[src/rtl/alu_unit.sv]
// alu_unit: single-cycle integer ALU feeding a 2-entry result buffer.
// Results are handed to the ROB through a valid/ready head interface.
module alu_unit (
    input  logic        clk,
    input  logic        rst,
    input  logic        is_empty_from_rs,
    input  logic [5:0]  op_from_rs,
    input  logic [31:0] v1_from_rs,
    input  logic [31:0] v2_from_rs,
    input  logic [31:0] imm_from_rs,
    input  logic [31:0] pc_from_rs,
    input  logic        is_exception_from_rob,
    input  logic        is_ready_from_rob,
    output logic        is_valid_to_rob,
    output logic [31:0] pc_to_rob,
    output logic [31:0] data_to_rob,
    output logic [31:0] target_pc_to_rob,
    output logic        is_jump_to_rob,
    output logic        is_stall_to_rs,
    output logic        overflow_err
);

    localparam logic [5:0] OP_LUI   = 6'd1;
    localparam logic [5:0] OP_AUIPC = 6'd2;
    localparam logic [5:0] OP_JAL   = 6'd3;
    localparam logic [5:0] OP_JALR  = 6'd4;
    localparam logic [5:0] OP_BEQ   = 6'd5;
    localparam logic [5:0] OP_BNE   = 6'd6;
    localparam logic [5:0] OP_BLT   = 6'd7;
    localparam logic [5:0] OP_BGE   = 6'd8;
    localparam logic [5:0] OP_BLTU  = 6'd9;
    localparam logic [5:0] OP_BGEU  = 6'd10;
    localparam logic [5:0] OP_ADDI  = 6'd11;
    localparam logic [5:0] OP_SLTI  = 6'd12;
    localparam logic [5:0] OP_SLTIU = 6'd13;
    localparam logic [5:0] OP_XORI  = 6'd14;
    localparam logic [5:0] OP_ORI   = 6'd15;
    localparam logic [5:0] OP_ANDI  = 6'd16;
    localparam logic [5:0] OP_SLLI  = 6'd17;
    localparam logic [5:0] OP_SRLI  = 6'd18;
    localparam logic [5:0] OP_SRAI  = 6'd19;
    localparam logic [5:0] OP_ADD   = 6'd20;
    localparam logic [5:0] OP_SUB   = 6'd21;
    localparam logic [5:0] OP_SLL   = 6'd22;
    localparam logic [5:0] OP_SLT   = 6'd23;
    localparam logic [5:0] OP_SLTU  = 6'd24;
    localparam logic [5:0] OP_XOR   = 6'd25;
    localparam logic [5:0] OP_SRL   = 6'd26;
    localparam logic [5:0] OP_SRA   = 6'd27;
    localparam logic [5:0] OP_OR    = 6'd28;
    localparam logic [5:0] OP_AND   = 6'd29;

    logic [31:0] pc_q   [2];
    logic [31:0] pc_d   [2];
    logic [31:0] data_q [2];
    logic [31:0] data_d [2];
    logic [31:0] tgt_q  [2];
    logic [31:0] tgt_d  [2];
    logic [1:0]  jmp_q;
    logic [1:0]  jmp_d;
    logic [1:0]  count_q;
    logic [1:0]  count_d;
    logic        head_q;
    logic        head_d;
    logic        tail_q;
    logic        tail_d;
    logic        ovf_q;
    logic        ovf_d;

    logic [31:0] op2;
    logic [4:0]  shamt;
    logic [31:0] pc_plus4;
    logic [31:0] pc_plus_imm;
    logic [31:0] jalr_sum;
    logic        is_itype;
    logic        eq;
    logic        lt_s;
    logic        lt_u;
    logic        taken;
    logic [31:0] res_data;
    logic [31:0] res_tgt;
    logic        res_jmp;
    logic        push;
    logic        pop;

    // Execute: decode op and compute data/target/jump for the issued slot.
    always_comb begin
        is_itype    = (op_from_rs >= OP_ADDI) && (op_from_rs <= OP_SRAI);
        op2         = is_itype ? imm_from_rs : v2_from_rs;
        shamt       = op2[4:0];
        pc_plus4    = pc_from_rs + 32'd4;
        pc_plus_imm = pc_from_rs + imm_from_rs;
        jalr_sum    = v1_from_rs + imm_from_rs;
        eq          = (v1_from_rs == v2_from_rs);
        lt_s        = ($signed(v1_from_rs) < $signed(v2_from_rs));
        lt_u        = (v1_from_rs < v2_from_rs);
        taken       = 1'b0;
        res_data    = 32'd0;
        res_tgt     = pc_plus4;
        res_jmp     = 1'b0;
        case (op_from_rs)
            OP_LUI:   res_data = imm_from_rs;
            OP_AUIPC: res_data = pc_plus_imm;
            OP_JAL: begin
                res_data = pc_plus4;
                res_tgt  = pc_plus_imm;
                res_jmp  = 1'b1;
            end
            OP_JALR: begin
                res_data = pc_plus4;
                res_tgt  = {jalr_sum[31:1], 1'b0};
                res_jmp  = 1'b1;
            end
            OP_BEQ:   taken = eq;
            OP_BNE:   taken = !eq;
            OP_BLT:   taken = lt_s;
            OP_BGE:   taken = !lt_s;
            OP_BLTU:  taken = lt_u;
            OP_BGEU:  taken = !lt_u;
            OP_ADDI,
            OP_ADD:   res_data = v1_from_rs + op2;
            OP_SUB:   res_data = v1_from_rs - op2;
            OP_SLTI,
            OP_SLT:   res_data = {31'd0, $signed(v1_from_rs) < $signed(op2)};
            OP_SLTIU,
            OP_SLTU:  res_data = {31'd0, v1_from_rs < op2};
            OP_XORI,
            OP_XOR:   res_data = v1_from_rs ^ op2;
            OP_ORI,
            OP_OR:    res_data = v1_from_rs | op2;
            OP_ANDI,
            OP_AND:   res_data = v1_from_rs & op2;
            OP_SLLI,
            OP_SLL:   res_data = v1_from_rs << shamt;
            OP_SRLI,
            OP_SRL:   res_data = v1_from_rs >> shamt;
            OP_SRAI,
            OP_SRA:   res_data = $unsigned($signed(v1_from_rs) >>> shamt);
            default:  res_data = 32'd0;
        endcase
        if (taken) begin
            res_tgt = pc_plus_imm;
            res_jmp = 1'b1;
        end
    end

    // Buffer control: push/pop/flush bookkeeping and sticky drop flag.
    always_comb begin
        pc_d    = pc_q;
        data_d  = data_q;
        tgt_d   = tgt_q;
        jmp_d   = jmp_q;
        count_d = count_q;
        head_d  = head_q;
        tail_d  = tail_q;
        pop  = (count_q != 2'd0) && is_ready_from_rob
            && !is_exception_from_rob;
        push = !is_empty_from_rs && ((count_q != 2'd2) || pop)
            && !is_exception_from_rob;
        ovf_d = ovf_q | (!is_exception_from_rob && !is_empty_from_rs
            && (count_q == 2'd2) && !pop);
        if (is_exception_from_rob) begin
            count_d = 2'd0;
            head_d  = 1'b0;
            tail_d  = 1'b0;
        end else begin
            if (push) begin
                pc_d[tail_q]   = pc_from_rs;
                data_d[tail_q] = res_data;
                tgt_d[tail_q]  = res_tgt;
                jmp_d[tail_q]  = res_jmp;
                tail_d         = !tail_q;
            end
            if (pop) head_d = !head_q;
            count_d = count_q + {1'b0, push} - {1'b0, pop};
        end
    end

    // State registers; reset is asynchronous and wipes the buffer contents.
    always_ff @(posedge clk or posedge rst) begin
        if (rst) begin
            pc_q    <= '{default: 32'd0};
            data_q  <= '{default: 32'd0};
            tgt_q   <= '{default: 32'd0};
            jmp_q   <= 2'd0;
            count_q <= 2'd0;
            head_q  <= 1'b0;
            tail_q  <= 1'b0;
            ovf_q   <= 1'b0;
        end else begin
            pc_q    <= pc_d;
            data_q  <= data_d;
            tgt_q   <= tgt_d;
            jmp_q   <= jmp_d;
            count_q <= count_d;
            head_q  <= head_d;
            tail_q  <= tail_d;
            ovf_q   <= ovf_d;
        end
    end

    assign is_valid_to_rob  = (count_q != 2'd0);
    assign is_stall_to_rs   = (count_q == 2'd2);
    assign overflow_err     = ovf_q;
    assign pc_to_rob        = pc_q[head_q];
    assign data_to_rob      = data_q[head_q];
    assign target_pc_to_rob = tgt_q[head_q];
    assign is_jump_to_rob   = jmp_q[head_q];

endmodule

[config.mk]
export PLATFORM = sky130hd
export DESIGN_NAME = alu_unit
export DESIGN_NICKNAME = d
export VERILOG_FILES = /design/src/rtl/alu_unit.sv
export SDC_FILE = /design/constraint.sdc
export NUM_CORES = 1
export LEC_CHECK = 0
export BUFFER_PORTS_ARGS = -buffer_cell sky130_fd_sc_hd__buf_2
export CORE_MARGIN = 2
export CORE_UTILIZATION = 35
export CTS_CLUSTER_DIAMETER = 40
export DETAILED_ROUTE_END_ITERATION = 16
export HOLD_SLACK_MARGIN = 0.1
export SLEW_MARGIN = 10
export SYNTH_ARGS = -nofsm -noshare
export SYNTH_HDL_FRONTEND = slang
export SYNTH_SLANG_ARGS = --single-unit
[constraint.sdc]
create_clock -name clk -period 17.3 [get_ports clk]
set_clock_uncertainty 0.05 [all_clocks]
set_input_delay 3.46 -clock clk [delete_from_list [all_inputs] [get_ports clk]]
set_output_delay 3.46 -clock clk [all_outputs]
set_load 0.1 [all_outputs]
# --- Word-level counts from Yosys, hierarchy flattened ---
# Index checks and enable logic that the tools add are counted.
# Widths: inputs -> output; s select.
classes:
  addsub: 7
  magnitude_cmp: 12
  n_eq_ne: 32
  n_shift: 3
  muxes: 31
  bitwise_logic: 7
  n_reduce_logical: 33
ops:
  columns: ["operator", "count"]
  rows:
  - ["$pmux 32 s13", 1]
  - ["$mux 32", 12]
  - ["$bwmux 64", 3]
  - ["$lt 32x32->1", 4]
  - ["$add 32x32->32", 3]
  - ["$eq 6x5->1 const B", 14]
  - ["$pmux 32 s2", 1]
  - ["$eq 6x4->1 const B", 8]
  - ["$add 32x3->32 const B", 1]
  - ["$and 32x32->32", 1]
  - ["$demux 32 s1", 1]
  - ["$eq 32x32->1", 1]
  - ["$or 32x32->32", 1]
  - ["$shl 32x5->32", 1]
  - ["$shr 32x5->32", 1]
  - ["$sshr 32x5->32", 1]
  - ["$sub 32x32->32", 1]
  - ["$xor 32x32->32", 1]
  - ["$eq 6x3->1 const B", 4]
  - ["$reduce_or 2->1", 10]
  - ["$eq 6x2->1 const B", 2]
  - ["$logic_and 1x1->1", 10]
  - ["$mux 1", 9]
  - ["$logic_not 1->1", 8]
  - ["21 further kinds", 26]
totals:
  regBits: 199
  inputBits: 139
  output_inout_bits: 100

# --- Logic depth before layout (Yosys ltp) ---
depth:
  depth_word: 9
  depth_mapped: 21

# --- Worst setup path after synthesis ---
# Ideal clock, no wire load.
synth_timing:
  path_kind: "input-to-reg"
  start: "input op_from_rs[0]"
  end: "register data_q[30] in the netlist's numbering"
  arrival_ns: 8.099
  required_ns: 17.113
  slack_ns: 9.014
  path_stages: 21
  path_buffers: 5
  cell_sequence: "buf_2 -> a21oi_1 -> o211ai_2 -> and2_1 -> buf_4 -> inv_1 -> buf_2 -> buf_1 -> clkbuf_1 -> ha_1 -> and3_1 -> a221o_1 -> a211oi_1 -> or4b_1 -> a21oi_1 -> or2_1 -> a311oi_2 -> o41ai_1 -> a221o_1 -> a221oi_2 -> a21oi_1"
synth_via:
  elab_chain_len: 6
  elab_cells_between_ends: 47
  cone_classes: "2 x add/sub; 2 x order compare; 23 x eq/ne; 3 x shift; 3 x mux; 3 x bitwise; 11 x reduce/logical"
synth_lines:
  columns: ["item", "line", "text"]
  rows:
  - ["start: declaration", "7", "input logic [5:0] op_from_rs,"]
  - ["$ge 6x4->1 / $le 6x5->1 (equally long branches)", "88", "is_itype = (op_from_rs >= OP_ADDI) && (op_from_rs <= OP_SRAI);"]
  - ["$logic_and 1x1->1", "88", null]
  - ["$mux 32", "89", "op2 = is_itype ? imm_from_rs : v2_from_rs;"]
  - ["$sub 32x32->32 (tied with other cells)", "122", "OP_SUB: res_data = v1_from_rs - op2;"]
  - ["$pmux 32 s13 (*)", "101", "case (op_from_rs)"]
  - ["$bwmux 64 (*)", "169", "data_d[tail_q] = res_data;"]
  - ["end signal: assignment", "192", "data_q <= data_d;"]
  - ["end: declaration", "55", "logic [31:0] data_q [2];"]
# Every way passes the cells marked *; elsewhere a longest branch is shown, timed or not.
# A chain may end at the register's enable or synchronous reset.

# --- Final worst setup path ---
# Ends and elaborated chain as after synthesis.

==> flow_summary.ini <==
[sta]
finalWorstSetupSlack_ps = 8377
finalHoldViolCount = 0
fmax_mhz = 112.1
setup_violations = 0
fin_crit_sh_pct = 51.58
slew_viol_final = 0
rsz0062_at_grt = false
timing.setup.tns_ps = 0
tightest_slew_ps = 1204
relSlewSlack_pct = 19.28
layout_min_cycle_time_ps = 8923

[logic_synthesis]
syn-cell-area_mm2 = 0.02413
synthMostInstantiatedCell = nand2_1
syn_inst = 3135
synth_enable_flop_cells = 0
synth_top_flop_cell = dfrtp_1
synth_nets = 3476
syn-mean-instance-area_um2 = 7.697
synth_top_area_share_pct = 20.64
yosysWarnings = 0
ys_ff_latch = 199
synth_cell_types = 109
synthTopCellsByArea = dfrtp_1 21%, ha_1 10%, mux2_2 8.3%
yosysSeqAreaShare_pct = 20.64
async_flop_share_pct = 100.0
synth_area_leader_cell = dfrtp_1
ys_top_cells_by_count = 348 x nand2_1, 319 x a21oi_1, 243 x nor2_1

[min_path]
min_from = overflow_err
hold_end = overflow_err
holdPathStages = 1
holdCritPathClass = flop to flop

[cells_and_area]
syn2layout_area_growth_pct = 10.02
nets = 3573
num_antenna_cells = 0
fin_util_pct = 38.77
drive_gt1_share_pct = 18.34

[drt]
dr_total_vias = 25730
firstDrtPassIters = 6
drtIter0Drc = 3244
viasPerCell = 6.234
drc = 0
final_antenna_net_count = 0
wirelength_um = 110600
routedWlPerCell_um = 26.79

[global_routing]
grt_use_total_pct = 30.34
grt_pass1_vias = 23650
grt_pass1_wl_um = 160000
globalRouteOverflowTotal = 0
grt_max_degree = 129
antenna_found_initial = 4

[clock_network]
clk_latency_ps = 480
cts.reportedPaths.clkPinSlew_ps = 80
cts_num_sinks = 199
post_cts.repair.setup_buffers = 0
ctsLongestPathBuffers = 2
cts_tree = built
cts_hold_buf = 0
root_buffer = clkbuf_16
cts.htree.levels = 4
post_cts_resize_count = 0
cts_made_buffers = 17

[floorplan]
start_util_pct = 35.24
die_area_mm2 = 0.07106
die_h_um = 266.6
fp.dieW_um = 266.6
io_pins = 239
fp.coreArea_mm2 = 0.06847
rows = 96

[setup_path]
crit_path_start_kind = input port
worstPathArrival_ps = 9200
r2r_slack_ps = 13810
timing.rr.end = pc_q[38]
cp-end-kind = flop
cpPeakStageDelay_ps = 640
path_cells = buf_2 > a21o_1 > a32oi_1 > and2_2 > buf_4 > inv_2 > buf_4 > ha_1 > a21o_1 > a221o_1 > a211oi_1 > or4b_1 > a21oi_1 > or2_1 > a311oi_2 > o41ai_1 > a221o_1 > a221oi_2 > a21oi_1
critical_path_class = input port to flop
worst-path-max-fanout = 72
r2r_start = count_q[0]
crit_required_ps = 17580
worst_path_max_delay_cell = buf_4
ff2ff_path_depth = 8

[power]
p_total_mw = 3.140
irDropWorstVdd_mv = 0.1189
cellPowerDensity_mw_per_mm2 = 118.3
p_leak_nw = 11.44

[place]
dpl.hpwl_um = 86200
port_buffers = 238
gp_congestion = 1.033
dp_slack_ps = 8035

[status]
status = complete, no violations

[flow_run]
max_cap_viol_count = 0
## flip-flops by register name, summed over array words and instances, names as in the netlist
name,cells
count_q,2
data_q,64
head_q,1
jmp_q,2
overflow_err,1
tail_q,1
pc_q,64
tgt_q,64
## cell usage in the layout (no fill, tap or decap), types with 26 or more instances in the layout
| cell type | Yosys | final |
|---|---|---|
| a211oi_1 | 44 | 42 |
| a21o_1 | 58 | 58 |
| a21oi_1 | 319 | 317 |
| a221oi_1 | 29 | 29 |
| a22oi_1 | 39 | 38 |
| a31oi_1 | 35 | 35 |
| and3_1 | 26 | 26 |
| buf_2 | 39 | 238 |
| buf_4 | 10 | 42 |
| dfrtp_1 | 199 | 198 |
| ha_1 | 199 | 199 |
| inv_1 | 154 | 152 |
| mux2_2 | 178 | 178 |
| mux2i_1 | 31 | 31 |
| nand2_1 | 348 | 347 |
| nand3_1 | 89 | 88 |
| nor2_1 | 243 | 239 |
| nor3_1 | 105 | 104 |
| o211ai_1 | 45 | 45 |
| o21ai_0 | 152 | 152 |
| o21ai_1 | 47 | 47 |
| o21bai_1 | 26 | 26 |
| xnor2_1 | 65 | 65 |
| xor2_1 | 38 | 38 |
## worst max-delay path, delay by kind of cell
family                   cells  cell delay (ps)
AO/OA/AOI/OAI               11             3030
adder cells (fa/ha/maj)      1              420
buffers and inverters        4             1410
AND/OR/NAND/NOR              3              800
## worst max path at each step
stage	from	to	slack [ps]	depth (start not counted)
finish	op_from_rs[0]	data_q[30]	8380	19
global route	op_from_rs[0]	data_q[30]	8100	19
CTS	op_from_rs[0]	data_q[30]	8590	19
detailed placement	op_from_rs[0]	data_q[30]	8030	19
global placement	op_from_rs[0]	data_q[30]	8170	19
floorplan	rst	count_q[0]	8360	1
## per-stage QoR
| stage | cells | instance area, um^2 | hold slack [ps] |
|---|---|---|---|
| after global placement | 4095 | 25950 | 384.8 |
| after global routing | 4127 | 26550 | 444.1 |
| after detailed placement | 4095 | 25950 | 398.0 |
| after floorplan | 3135 | 24130 | 390.1 |
| after CTS | 4127 | 26550 | 415.5 |
| final | 4127 | 26550 | 415.6 |
## kinds of logic (layout without fill, tap and decap cells)
family                   Yosys count  after routing  share of synthesized area (%)
buffers and inverters            361            471                          6.145
AO/OA/AOI/OAI                   1065           1065                          29.92
multiplexers                     209            209                          9.593
XOR/XNOR                         103            103                          3.739
adder cells (fa/ha/maj)          202            202                          10.57
flip-flops                       199            199                          20.64
AND/OR/NAND/NOR                  996            996                          19.39
## routing by layer
metal / GRT usage (%) / share of wire (%) / vias to the layer above
met2: 47.30 / 44 / 1317
met4: 17.52 / 6.5 / 4
met3: 5.397 / 8.5 / 275
met1: 39.36 / 41 / 12320
li1: - / - / 11810
met5: 0 / 0.016 / -
## final cells by class
cell class                 count  area [um^2]
fill                        7291        41920
clock inverter                14        152.6
tap                          882         1104
multi-input combinational   2575        17760
timing repair buffer         280         1506
sequential                   199         4984
clock buffer                  18        439.2
inverter                     159        604.3
## power breakdown
| part | switching, mW | total, mW | internal, mW |
|---|---|---|---|
| clock network | 0.219 | 0.416 | 0.198 |
| registers | 0.0978 | 0.746 | 0.648 |
| logic | 1.49 | 1.98 | 0.482 |
| total | 1.81 | 3.14 | 1.33 |
Note: power is estimated with default switching activity, not from simulation.
